==> src/rtl/mem_port_arbiter_if.sv <==
// Bundle of the core, host-loader and memory-bus signals around the memory port arbiter.
// master: the arbiter; slave: the requesters and the memory seen from the other side.
interface mem_port_arbiter_if #(
   parameter int AW = 8,
   parameter int DW = 15
);
   logic          host_lock;

   logic          cpu_req;
   logic          cpu_we;
   logic [AW-1:0] cpu_adr;
   logic [DW-1:0] cpu_wdata;
   logic          cpu_gnt;
   logic          cpu_stall;
   logic          cpu_rvalid;
   logic [DW-1:0] cpu_rdata;

   logic          host_req;
   logic          host_we;
   logic [AW-1:0] host_adr;
   logic [DW-1:0] host_wdata;
   logic          host_gnt;
   logic          host_rvalid;
   logic [DW-1:0] host_rdata;

   logic          mem_en;
   logic          mem_we;
   logic [AW-1:0] mem_adr;
   logic [DW-1:0] mem_wdata;
   logic [DW-1:0] mem_rdata;

   modport master (
      input  host_lock,
      input  cpu_req, cpu_we, cpu_adr, cpu_wdata,
      output cpu_gnt, cpu_stall, cpu_rvalid, cpu_rdata,
      input  host_req, host_we, host_adr, host_wdata,
      output host_gnt, host_rvalid, host_rdata,
      output mem_en, mem_we, mem_adr, mem_wdata,
      input  mem_rdata
   );

   modport slave (
      output host_lock,
      output cpu_req, cpu_we, cpu_adr, cpu_wdata,
      input  cpu_gnt, cpu_stall, cpu_rvalid, cpu_rdata,
      output host_req, host_we, host_adr, host_wdata,
      input  host_gnt, host_rvalid, host_rdata,
      input  mem_en, mem_we, mem_adr, mem_wdata,
      output mem_rdata
   );
endinterface

==> src/rtl/mem_port_arbiter.sv <==
// Shares one memory port between core and host loader: grant is combinational, bus is registered
// one cycle later, read data returns RD_LAT cycles after that; losers are held off via gnt/stall.
module mem_port_arbiter #(
   parameter int AW     = 8,
   parameter int DW     = 15,
   parameter int RD_LAT = 1
) (
   input  logic               ph1,
   input  logic               reset,
   mem_port_arbiter_if.master bus
);
   logic              w_cpu_gnt;
   logic              w_host_gnt;
   logic              w_any_gnt;
   logic              w_sel_we;
   logic [AW-1:0]     w_sel_adr;
   logic [DW-1:0]     w_sel_wdata;
   logic              w_rd_push;
   logic [RD_LAT:0]   w_vld_shift;
   logic [RD_LAT:0]   w_own_shift;
   logic              w_tail_vld;
   logic              w_tail_host;
   logic              w_cpu_rvalid;
   logic              w_host_rvalid;

   logic              r_last_host;
   logic              r_mem_en;
   logic              r_mem_we;
   logic [AW-1:0]     r_mem_adr;
   logic [DW-1:0]     r_mem_wdata;
   logic [RD_LAT-1:0] r_tag_vld;
   logic [RD_LAT-1:0] r_tag_host;

   // Grants are gated by reset so nothing is accepted while the port is being cleared.
   always_comb begin
      w_cpu_gnt  = 1'b0;
      w_host_gnt = 1'b0;
      if (reset) begin
         if (bus.host_lock) begin
            w_host_gnt = bus.host_req;
            w_cpu_gnt  = bus.cpu_req & ~bus.host_req;
         end else if (bus.cpu_req && bus.host_req) begin
            w_cpu_gnt  = r_last_host;
            w_host_gnt = ~r_last_host;
         end else begin
            w_cpu_gnt  = bus.cpu_req;
            w_host_gnt = bus.host_req;
         end
      end
   end

   assign w_any_gnt   = w_cpu_gnt | w_host_gnt;
   assign w_sel_we    = w_host_gnt ? bus.host_we    : bus.cpu_we;
   assign w_sel_adr   = w_host_gnt ? bus.host_adr   : bus.cpu_adr;
   assign w_sel_wdata = w_host_gnt ? bus.host_wdata : bus.cpu_wdata;

   always_ff @(posedge ph1 or negedge reset) begin
      if (!reset) begin
         r_last_host <= 1'b1;
         r_mem_en    <= 1'b0;
         r_mem_we    <= 1'b0;
         r_mem_adr   <= '0;
         r_mem_wdata <= '0;
      end else begin
         r_mem_en <= w_any_gnt;
         r_mem_we <= w_any_gnt & w_sel_we;
         if (w_any_gnt) begin
            r_mem_adr   <= w_sel_adr;
            r_mem_wdata <= w_sel_wdata;
            r_last_host <= w_host_gnt;
         end
      end
   end

   // While mem_en is high r_last_host names the owner of the access on the bus.
   assign w_rd_push   = r_mem_en & ~r_mem_we;
   assign w_vld_shift = {r_tag_vld, w_rd_push};
   assign w_own_shift = {r_tag_host, r_last_host};

   always_ff @(posedge ph1 or negedge reset) begin
      if (!reset) begin
         r_tag_vld  <= '0;
         r_tag_host <= '0;
      end else begin
         r_tag_vld  <= w_vld_shift[RD_LAT-1:0];
         r_tag_host <= w_own_shift[RD_LAT-1:0];
      end
   end

   assign w_tail_vld    = r_tag_vld[RD_LAT-1];
   assign w_tail_host   = r_tag_host[RD_LAT-1];
   assign w_cpu_rvalid  = w_tail_vld & ~w_tail_host;
   assign w_host_rvalid = w_tail_vld & w_tail_host;

   assign bus.cpu_gnt     = w_cpu_gnt;
   assign bus.cpu_stall   = bus.cpu_req & ~w_cpu_gnt;
   assign bus.cpu_rvalid  = w_cpu_rvalid;
   assign bus.cpu_rdata   = w_cpu_rvalid ? bus.mem_rdata : '0;
   assign bus.host_gnt    = w_host_gnt;
   assign bus.host_rvalid = w_host_rvalid;
   assign bus.host_rdata  = w_host_rvalid ? bus.mem_rdata : '0;
   assign bus.mem_en      = r_mem_en;
   assign bus.mem_we      = r_mem_we;
   assign bus.mem_adr     = r_mem_adr;
   assign bus.mem_wdata   = r_mem_wdata;
endmodule

==> src/flat_wrapper.sv <==
// flat-port wrapper written by rule: the top's interface ports become plain ports
module mem_port_arbiter_flat 
#(
   parameter int AW     = 8,
   parameter int DW     = 15,
   parameter int RD_LAT = 1
)
  (ph1, reset, bus_host_lock, bus_cpu_req, bus_cpu_we, bus_cpu_adr, bus_cpu_wdata, bus_cpu_gnt, bus_cpu_stall, bus_cpu_rvalid, bus_cpu_rdata, bus_host_req, bus_host_we, bus_host_adr, bus_host_wdata, bus_host_gnt, bus_host_rvalid, bus_host_rdata, bus_mem_en, bus_mem_we, bus_mem_adr, bus_mem_wdata, bus_mem_rdata);
  mem_port_arbiter_if #(.AW(AW), .DW(DW)) bus_i ();
  input  logic ph1;
  input  logic reset;
  input wire logic [$bits(bus_i.host_lock)-1:0] bus_host_lock;
  input wire logic [$bits(bus_i.cpu_req)-1:0] bus_cpu_req;
  input wire logic [$bits(bus_i.cpu_we)-1:0] bus_cpu_we;
  input wire logic [$bits(bus_i.cpu_adr)-1:0] bus_cpu_adr;
  input wire logic [$bits(bus_i.cpu_wdata)-1:0] bus_cpu_wdata;
  output wire logic [$bits(bus_i.cpu_gnt)-1:0] bus_cpu_gnt;
  output wire logic [$bits(bus_i.cpu_stall)-1:0] bus_cpu_stall;
  output wire logic [$bits(bus_i.cpu_rvalid)-1:0] bus_cpu_rvalid;
  output wire logic [$bits(bus_i.cpu_rdata)-1:0] bus_cpu_rdata;
  input wire logic [$bits(bus_i.host_req)-1:0] bus_host_req;
  input wire logic [$bits(bus_i.host_we)-1:0] bus_host_we;
  input wire logic [$bits(bus_i.host_adr)-1:0] bus_host_adr;
  input wire logic [$bits(bus_i.host_wdata)-1:0] bus_host_wdata;
  output wire logic [$bits(bus_i.host_gnt)-1:0] bus_host_gnt;
  output wire logic [$bits(bus_i.host_rvalid)-1:0] bus_host_rvalid;
  output wire logic [$bits(bus_i.host_rdata)-1:0] bus_host_rdata;
  output wire logic [$bits(bus_i.mem_en)-1:0] bus_mem_en;
  output wire logic [$bits(bus_i.mem_we)-1:0] bus_mem_we;
  output wire logic [$bits(bus_i.mem_adr)-1:0] bus_mem_adr;
  output wire logic [$bits(bus_i.mem_wdata)-1:0] bus_mem_wdata;
  input wire logic [$bits(bus_i.mem_rdata)-1:0] bus_mem_rdata;
  assign bus_i.host_lock = bus_host_lock;
  assign bus_i.cpu_req = bus_cpu_req;
  assign bus_i.cpu_we = bus_cpu_we;
  assign bus_i.cpu_adr = bus_cpu_adr;
  assign bus_i.cpu_wdata = bus_cpu_wdata;
  assign bus_cpu_gnt = bus_i.cpu_gnt;
  assign bus_cpu_stall = bus_i.cpu_stall;
  assign bus_cpu_rvalid = bus_i.cpu_rvalid;
  assign bus_cpu_rdata = bus_i.cpu_rdata;
  assign bus_i.host_req = bus_host_req;
  assign bus_i.host_we = bus_host_we;
  assign bus_i.host_adr = bus_host_adr;
  assign bus_i.host_wdata = bus_host_wdata;
  assign bus_host_gnt = bus_i.host_gnt;
  assign bus_host_rvalid = bus_i.host_rvalid;
  assign bus_host_rdata = bus_i.host_rdata;
  assign bus_mem_en = bus_i.mem_en;
  assign bus_mem_we = bus_i.mem_we;
  assign bus_mem_adr = bus_i.mem_adr;
  assign bus_mem_wdata = bus_i.mem_wdata;
  assign bus_i.mem_rdata = bus_mem_rdata;
  mem_port_arbiter #(.AW(AW), .DW(DW), .RD_LAT(RD_LAT)) u_core (.ph1(ph1), .reset(reset), .bus(bus_i));
endmodule
==> config.mk <==
export PLATFORM = sky130hd
export DESIGN_NAME = mem_port_arbiter_flat
export DESIGN_NICKNAME = d
export VERILOG_FILES = /design/src/rtl/mem_port_arbiter_if.sv /design/src/rtl/mem_port_arbiter.sv /design/src/flat_wrapper.sv
export SDC_FILE = /design/constraint.sdc
export NUM_CORES = 1
export LEC_CHECK = 0
export ABC_AREA = 1
export CORE_ASPECT_RATIO = 1.5
export CORE_MARGIN = 1.5
export CORE_UTILIZATION = 31
export CTS_CLUSTER_SIZE = 10
export DETAILED_ROUTE_END_ITERATION = 8
export PLACE_DENSITY = 0.76
export SYNTH_ARGS = -nofsm -noshare
export SYNTH_HDL_FRONTEND = slang
export SYNTH_SLANG_ARGS = --single-unit
==> constraint.sdc <==
create_clock -name ph1 -period 1.33 [get_ports ph1]
set_input_delay 0.266 -clock ph1 [delete_from_list [all_inputs] [get_ports ph1]]
set_output_delay 0.266 -clock ph1 [all_outputs]
set_load 0.05 [all_outputs]
==> results of run 1 <==
==> timing repair <==
| item | CTS | global route |
|---|---|---|
| pin swaps | 5 | 4 |
| resized for setup | 16 | 11 |
| setup endpoints to repair | 58 | 59 |
| cloned | 2 | 1 |
| buffers inserted | 4 | 4 |
==> logic make-up after synthesis <==
family	Yosys count	synth area share, %
flip-flops	28	39.8
buffers and inverters	85	20.4
AND/OR/NAND/NOR	157	38.2
AO/OA/AOI/OAI	4	1.56
==> cell usage after synthesis (all sizes together) <==
cell,number
buf,10
clkbuf,2
dfstp,1
nor2,34
a21oi,2
nand2,76
inv,72
dfrtp,27
clkinv,1
nand3,47
o21ai,2
==> state kept, by name (all words and copies together) (netlist names) <==
register,cells
u_core.r_tag_host,1
u_core.bus.mem_en,1
u_core.bus.mem_we,1
u_core.r_last_host,1
u_core.bus.mem_wdata,15
u_core.bus.mem_adr,8
u_core.r_tag_vld,1
==> power by group through the flow <==
stage                     sequential (mW)  clock (mW)  combinational (mW)
after floorplan                      1.39           0               0.583
after global placement               1.10           0                1.87
after detailed placement             1.10           0                1.90
after CTS                            1.09       0.684                1.96
after global routing                 1.11       0.712                2.08
final                                1.09       0.670                1.99
==> how the worst min path moves through the flow <==
stage / endpoint / start / depth (start not counted) / slack, ns
2_1_floorplan: u_core.bus.mem_adr[0] / reset / 0 / -0.03
3_3_place_gp: u_core.r_tag_host / u_core.r_last_host / 0 / 0.40
3_5_place_dp: u_core.r_tag_host / u_core.r_last_host / 0 / 0.40
4_1_cts: u_core.r_tag_host / u_core.r_last_host / 0 / 0.41
5_1_grt: u_core.r_tag_host / u_core.r_last_host / 0 / 0.42
6_report: u_core.r_tag_host / u_core.r_last_host / 0 / 0.41
==> per-layer routing <==
layer,wire length [um],part of all wire (%),up-vias,track usage [%]
li1,-,-,1069,-
met1,2210,34,1015,21.0
met2,3470,53,112,40.4
met3,669,10,15,6.97
met4,178,2.7,0,7.45
met5,0,0,-,0
==> metrics by stage <==
step | power (mW) | hold slack, ns | TNS [ns]
floorplan | 1.98 | -0.0296 | -3.85
CTS | 3.74 | 0.414 | -8.67
detailed placement | 3.00 | 0.400 | -8.45
global route | 3.90 | 0.424 | -12.55
finish | 3.75 | 0.414 | -9.39
global placement | 2.97 | 0.400 | -7.10
==> critical path, delay by kind of cell, from the launching register on <==
kind                   cells  cell delay, ns
AND/OR/NAND/NOR            3            0.23
AO/OA/AOI/OAI              1            0.21
flip-flops                 1            0.55
buffers and inverters      2            0.20
==> layout make-up <==
| class | count | area [um^2] |
|---|---|---|
| sequential | 28 | 703 |
| inverter | 73 | 290 |
| fill | 369 | 1260 |
| clock buffer | 3 | 41.3 |
| tap | 70 | 87.6 |
| clock inverter | 1 | 30.0 |
| timing repair buffer | 146 | 2100 |
| multi-input combinational | 161 | 977 |
==> metrics.cfg, run 1 <==
[status]
status = complete, but fails checks
violations = setup timing

[worst_setup_path]
endpoint_kind = output pin
r2r-start = u_core.r_last_host
critical-path-max-stage-delay_ns = 0.55
worstPathCellList = inv_2, nor2_4, nand2_4, a21oi_4, nor2_4, buf_6
cp-endpoint = bus_cpu_stall
reg2reg_to = u_core.bus.mem_adr[0]
cpMostUsedCell = nor2_4
slowest_stage = dfstp_2
crit_required_ns = 1.06
worstPathMaxFanout = 3
worst-setup-path-type = reg -> out
r2r_cells = 7
worstSetupStartpoint = u_core.r_last_host
critPathArrivalTime_ns = 1.45
r2r_slack_ns = -0.06
start_kind = register

[timing]
worst_pin_slew_ns = 0.425
fin_skew_ns = 0.00149
setup_ws_ns = -0.389
relSlewSlack_pct = 71.6
hold_viol_final = 0
fin_crit_ns = 1.72
finalSetupViolations = 39
finalCritPeriodShare_pct = 129
fmax_ghz = 0.582
rsz0062_at_grt = yes
final-max-slew-violation-count = 0

[layout]
fin_cells = 482
stdcell_area_um2 = 4230
final_util_pct = 77.1
layout.nets = 481
n_antenna_cell = 0
final_common_cell = nand2_1
drive_above_1_share_pct = 32.3
area_growth_pct = 140
layout_common_cells = 72 x nand2_1, 66 x clkdlybuf4s50_1, 65 x inv_1, 61 x buf_12, 47 x nand3_1

[clocking]
cts_max_level = 1
cts_tree = built
clockRootBuffer = clkbuf_8
clock_sinks = 28
clk_pin_slew_ns = 0.09
clk_latency_ns = 0.28
cts-hold-fix-buffers = 0
clk_path_buf_depth = 2
cts_made_buffers = 3

[pwr]
p_comb_share_pct = 53.0
power_density_nw_per_um2 = 885
power.internal_mw = 2.32
peakVddDrop_mv = 0.624
power_switching_mw = 1.42
p_leak_nw = 2.08
pwr-share-seq_pct = 29.1
p_clk_share_pct = 17.9
sw_frac_of_total_pct = 38.0

[routing]
dr.pass1.iters = 4
via_count = 2211
routed_via_density = 4.59
detail-route-antenna-nets = 0
drt-wirelength-per-cell_um = 13.5
drc = 0
first_iter_violations = 46
wirelength_um = 6520

[global_routing]
grt_antenna_before_repair = 0
grt_pass1_vias = 2192
grt_max_degree = 29
grt_use_total_pct = 21.1
grt_pass1_wl_um = 10000
grt-ovfl-total = 0

[floorplan]
boundaryPins = 128
die_w_um = 64.6
start_util_pct = 32.1
row_count = 33
core-area_um2 = 5490
dieHeight_um = 95.4
design.die.area_um2 = 6160

[place]
place_ws_ns = -0.370
routabilityCongestion = 0.736
place_area_um2 = 3970
io_buffers = 127
dp.cells = 470
dp_hpwl_um = 4820

[min_path]
min_path_type = reg -> reg

[job]
cap_viol_max_count = 0

[synthesis]
synthCells = 274
synth_area_leaders = dfrtp_1 38%, nand2_1 16%, inv_1 15%
avgSynthCellArea_um2 = 6.44
ys_ff_latch = 28
ys_warn_count = 0
synth.cell_area_um2 = 1760
ys_types = 19
synth.largest_area_cell = dfrtp_1
ys_seq_area_share_pct = 39.8
synth_nets = 342
synth_top_area_share_pct = 38.3

(Power assumes the default switching activity.)
==> run 2, diff against run 1 <==
Clock period 1.33 ns to 1.5 ns, I/O delays scaled along.
==> run 2 against run 1 <==
The flow still finishes with violations (setup timing); first-iteration DRC count increased by 22%; flip-flop and latch count unchanged; global-route usage increased by 1.0 points; wire length increased by 10%; count of clock-buffer cells in the layout increased by 1; non-clock buffer count increased by 4; worst hold slack got worse by 0.30 ns; clock skew increased by 0.0033 ns; combinational power decreased by 10%; via count increased by 3.0%; setup slack improved by 0.15 ns; highest routed layer unchanged.
==> metrics.cfg, run 2 (synthesis gave the netlist of run 1 again) <==
[timing]
relSlewSlack_pct = 65.1
setup_ws_ns = -0.239
fmax_ghz = 0.575
finalCritPeriodShare_pct = 116
final-max-slew-violation-count = 0
finalSetupViolations = 47
rsz0062_at_grt = yes
fin_crit_ns = 1.74
fin_skew_ns = 0.00484
hold_viol_final = 0
worst_pin_slew_ns = 0.523

[layout]
layout_common_cells = 65 x inv_1, 65 x clkdlybuf4s50_1, 64 x buf_12, 63 x nand2_1, 35 x nand3_1
stdcell_area_um2 = 4330
area_growth_pct = 146
layout.nets = 485
ff_latch_area_um2 = 702
final_util_pct = 78.9
n_antenna_cell = 0
drive_above_1_share_pct = 37.7
largest_reg_flops = 15
fin_cells = 486
fillerInstances = 352
multi_input_area_um2 = 1060

[global_routing]
grt_max_degree = 29
use_met3_pct = 5.67
grt_util_met1_pct = 22.1
grt_pass1_wl_um = 10700
grt_use_total_pct = 22.1
grt_pass1_vias = 2222
grt.busiest_layer = met2
grt_antenna_before_repair = 0
use_met2_pct = 45.0
grt-ovfl-total = 0

[routing]
via_count = 2277
detail-route-antenna-nets = 0
wirelength_um = 7210
dr.pass1.iters = 4
first_iter_violations = 56
drc = 0
routed_via_density = 4.69
drt-wirelength-per-cell_um = 14.8

[floorplan]
dieHeight_um = 95.4
die_w_um = 64.6
core-area_um2 = 5490
row_count = 33
design.die.area_um2 = 6160
start_util_pct = 32.1
boundaryPins = 128

[min_path]
min_path_type = in -> async

[place]
place_area_um2 = 3910
dp_hpwl_um = 5200
io_buffers = 127
dp.cells = 471
routabilityCongestion = 0.778

[pwr]
p_leak_nw = 2.13
peakVddDrop_mv = 0.444
power_density_nw_per_um2 = 731

[worst_setup_path]
crit_required_ns = 1.20
worst-setup-path-type = in -> out
critical-path-max-stage-delay_ns = 0.50
start_kind = input port
critPathArrivalTime_ns = 1.44
worstPathCellList = clkdlybuf4s50_1, buf_4, nand2_1, a21oi_4, nor2_4, buf_12
worstPathMaxFanout = 3
critical-path-top-delay-family = buffers and inverters
critPathBufInv = 3
slowest_stage = clkdlybuf4s50_1
endpoint_kind = output pin

[clocking]
cts_tree = built
clockRootBuffer = clkbuf_8
clk_latency_ns = 0.27
cts_made_buffers = 3
clk_path_buf_depth = 2
cts-hold-fix-buffers = 0
clk_pin_slew_ns = 0.10
clock_sinks = 28
cts_max_level = 1

[job]
cap_viol_max_count = 0

[status]
violations = setup timing
status = complete, but fails checks

run 2: power breakdown:
part	switching, mW	internal (mW)
combinational	0.931	0.857
clock	0.225	0.190
sequential	0.109	0.854
total	1.26	1.90
run 2: path summary, 6_finish.rpt:
| path | start | slack (ns) | end | cells after the start |
|---|---|---|---|---|
| worst max register to register | u_core.r_last_host | -0.02 | u_core.bus.mem_wdata[4] | 10 |
| worst min-delay path | reset | 0.12 | u_core.bus.mem_wdata[12] | 2 |
| worst min register to register | u_core.r_last_host | 0.41 | u_core.r_tag_host | 0 |
| max in group asynchronous | reset | 1.08 | u_core.r_last_host | 2 |
| worst max-delay path | bus_cpu_req | -0.24 | bus_cpu_stall | 6 |
| min in group ph1 | u_core.r_last_host | 0.41 | u_core.r_tag_host | 0 |
run 2: repair_timing:
item                                    CTS  global route
gates resized for setup                  39            27
pin swaps                                 6            12
hold endpoints to repair                  0             0
buffers inserted                          6             3
endpoints found under the setup margin   33            58
gates cloned                              0             3
run 2: area by class of cell:
type / count / share of cell area, %
timing repair buffer: 150 / 49.7
sequential: 28 / 16.2
inverter: 73 / 6.70
tap: 70 / 2.02
multi-input combinational: 161 / 24.4
clock buffer: 4 / 1.04
run 2: layer usage:
metal,vias up,share of wire (%)
met2,105,60
met4,0,0.29
met5,-,0
met1,1091,33
met3,2,7.4
li1,1079,-
run 2: per-stage QoR:
step / setup WS [ns] / power (mW) / setup TNS (ns) / hold slack (ns)
3_5_place_dp: -0.241 / 2.64 / -4.07 / 0.397
4_1_cts: -0.223 / 3.12 / -2.00 / 0.114
6_report: -0.239 / 3.17 / -2.59 / 0.115
2_1_floorplan: -0.183 / 1.72 / -3.12 / 0.00441
3_3_place_gp: -0.211 / 2.62 / -2.97 / 0.397
5_1_grt: -0.302 / 3.30 / -6.06 / 0.137
==> run 3, diff against run 2 <==
Settings changed: CELL_PAD_IN_SITES_DETAIL_PLACEMENT set to 1, CELL_PAD_IN_SITES_GLOBAL_PLACEMENT set to 1, CORE_MARGIN 1.5 to 2, CORE_UTILIZATION 31 to 20, PLACE_DENSITY 0.76 to unset, PLACE_DENSITY_LB_ADDON set to 0.1.
==> run 3 against run 2 <==
The flow still finishes with violations (setup timing); worst hold slack got worse by 0.068 ns; first-iteration DRC count fell by 8.9%; flip-flop and latch count is the same; sequential share of layout area fell by 0.91 points; clock power is 91% higher; clock skew decreased by 0.0012 ns; critical path depth up 1; die area grew 56%; cell area is 5.9% higher; core utilization decreased by 26 points; via count down 2.6%; combinational power rose by 2%; largest power group unchanged; highest routed layer unchanged.
==> metrics.cfg, run 3 (synthesis gave the netlist of run 1 again) <==
[floorplan]
boundaryPins = 128
core-area_um2 = 8720
die_w_um = 80.7
design.die.area_um2 = 9600
dieHeight_um = 119
start_util_pct = 20.2
row_count = 42

[routing]
routed_via_density = 4.18
detail-route-antenna-nets = 0
drt-wirelength-per-cell_um = 14.0
dr.pass1.iters = 4
first_iter_violations = 51
via_count = 2218
drc = 0
wirelength_um = 7440

[timing]
finalSetupViolations = 46
finalCritPeriodShare_pct = 116
tns_ns = -2.62
fin_skew_ns = 0.00367
final-max-slew-violation-count = 0
fin_crit_ns = 1.74
relSlewSlack_pct = 64.9
rsz0062_at_grt = yes
worst_pin_slew_ns = 0.525
hold_viol_final = 0
setup_ws_ns = -0.243
fmax_ghz = 0.574
worst_hold_slack_ns = 0.0472

[global_routing]
grt_use_total_pct = 14.6
grt_pass1_vias = 2260
grt_antenna_before_repair = 0
grt_max_degree = 26
grt_pass1_wl_um = 11200
grt-ovfl-total = 0

[job]
cap_viol_max_count = 0

[pwr]
p_comb_share_pct = 51.0
power_density_nw_per_um2 = 781
sw_frac_of_total_pct = 36.5
pwr-share-seq_pct = 26.9
peakVddDrop_mv = 0.417
power.internal_mw = 2.28
p_leak_nw = 2.22
p_clk_share_pct = 22.1
power_switching_mw = 1.31

[place]
routabilityCongestion = 0.683
io_buffers = 127
dp_hpwl_um = 5530

[status]
status = complete, but fails checks
violations = setup timing

[layout]
largest_reg_flops = 15
multi_input_area_um2 = 1070
n_antenna_cell = 0
drive_above_1_share_pct = 40.4
final_util_pct = 52.6
layout.nets = 490
fillerInstances = 967
layout_common_cells = 65 x inv_1, 65 x clkdlybuf4s50_1, 65 x buf_12, 57 x nand2_1, 34 x nand3_1
ff_latch_area_um2 = 702
area_growth_pct = 160

[worst_setup_path]
critPathArrivalTime_ns = 1.44
worstSetupStartpoint = bus_host_req
worstPathMaxFanout = 3
start_kind = input port
endpoint_kind = output pin
crit_required_ns = 1.20
worst-setup-path-type = in -> out
r2r-start = u_core.r_last_host

[clocking]
cts-hold-fix-buffers = 0
clockRootBuffer = clkbuf_16
cts_max_level = 1
clk_pin_slew_ns = 0.07
cts_tree = built
clk_latency_ns = 0.26
clock_sinks = 28
clk_path_buf_depth = 2
cts_made_buffers = 3

[min_path]
min_path_type = in -> async

==> run 3: cell types whose count changed in the layout (fill, tap and decap cells not counted), sizes merged <==
| cell | before | now |
|---|---|---|
| buf | 81 | 84 |
| bufinv | 0 | 1 |
| inv | 72 | 73 |
==> run 3: worst max-delay path: stages <==
cell,delay [ns]
clkdlybuf4s50_1,0.44
buf_4,0.16
inv_1,0.04
nand2_1,0.08
a21oi_4,0.23
nor2_4,0.05
buf_12,0.14
==> run 3: what timing repair did <==
item / in CTS / in global routing
endpoints found under the hold margin: 0 / 0
endpoints found under the setup margin: 34 / 59
gates resized for setup: 48 / 45
setup buffers: 5 / 3
pin swaps: 6 / 15
gates cloned: 1 / 5
==> run 3: worst paths after layout <==
path / end / slack (ns) / cells after the start
worst max-delay path: bus_cpu_stall / -0.24 / 7
worst min-delay path: u_core.bus.mem_wdata[10] / 0.05 / 2
worst max register to register: u_core.bus.mem_wdata[4] / -0.03 / 10
worst min register to register: u_core.r_tag_vld / 0.48 / 1
max in group asynchronous: u_core.r_last_host / 1.21 / 2
min in group ph1: u_core.r_tag_vld / 0.48 / 1
==> run 3: metal layers <==
| metal | vias up | global-route usage (%) | part of all wire (%) |
|---|---|---|---|
| li1 | 1089 | - | - |
| met1 | 1047 | 15.7 | 35 |
| met2 | 78 | 27.7 | 56 |
| met3 | 4 | 4.70 | 8.7 |
| met4 | 0 | 2.22 | 0.54 |
| met5 | - | 0 | 0 |
==> run 3: area by class of cell <==
class,instances,share of cell area (%)
clock inverter,1,0.654
timing repair inverter,1,0.245
tap,110,3.00
sequential,28,15.3
inverter,73,6.38
multi-input combinational,161,23.3
clock buffer,3,1.64
timing repair buffer,154,49.5
==> run 3: metrics by stage <==
step                      cell area (um^2)  setup WS, ns  power, mW  std cells
after global placement                3940        -0.308       2.63        513
final                                 4590        -0.243       3.59        531
after floorplan                       1930        -0.183       1.72        274
after CTS                             4280        -0.255       3.54        523
after detailed placement              3940        -0.350       2.65        513
after global routing                  4590        -0.287       3.74        531
==> run 3: power groups by stage <==
stage	clock network, mW	logic, mW	registers, mW
after global routing	0.834	1.93	0.977
after global placement	0	1.65	0.974
after floorplan	0	0.484	1.23
after CTS	0.823	1.75	0.965
after detailed placement	0	1.67	0.975
final	0.792	1.83	0.963
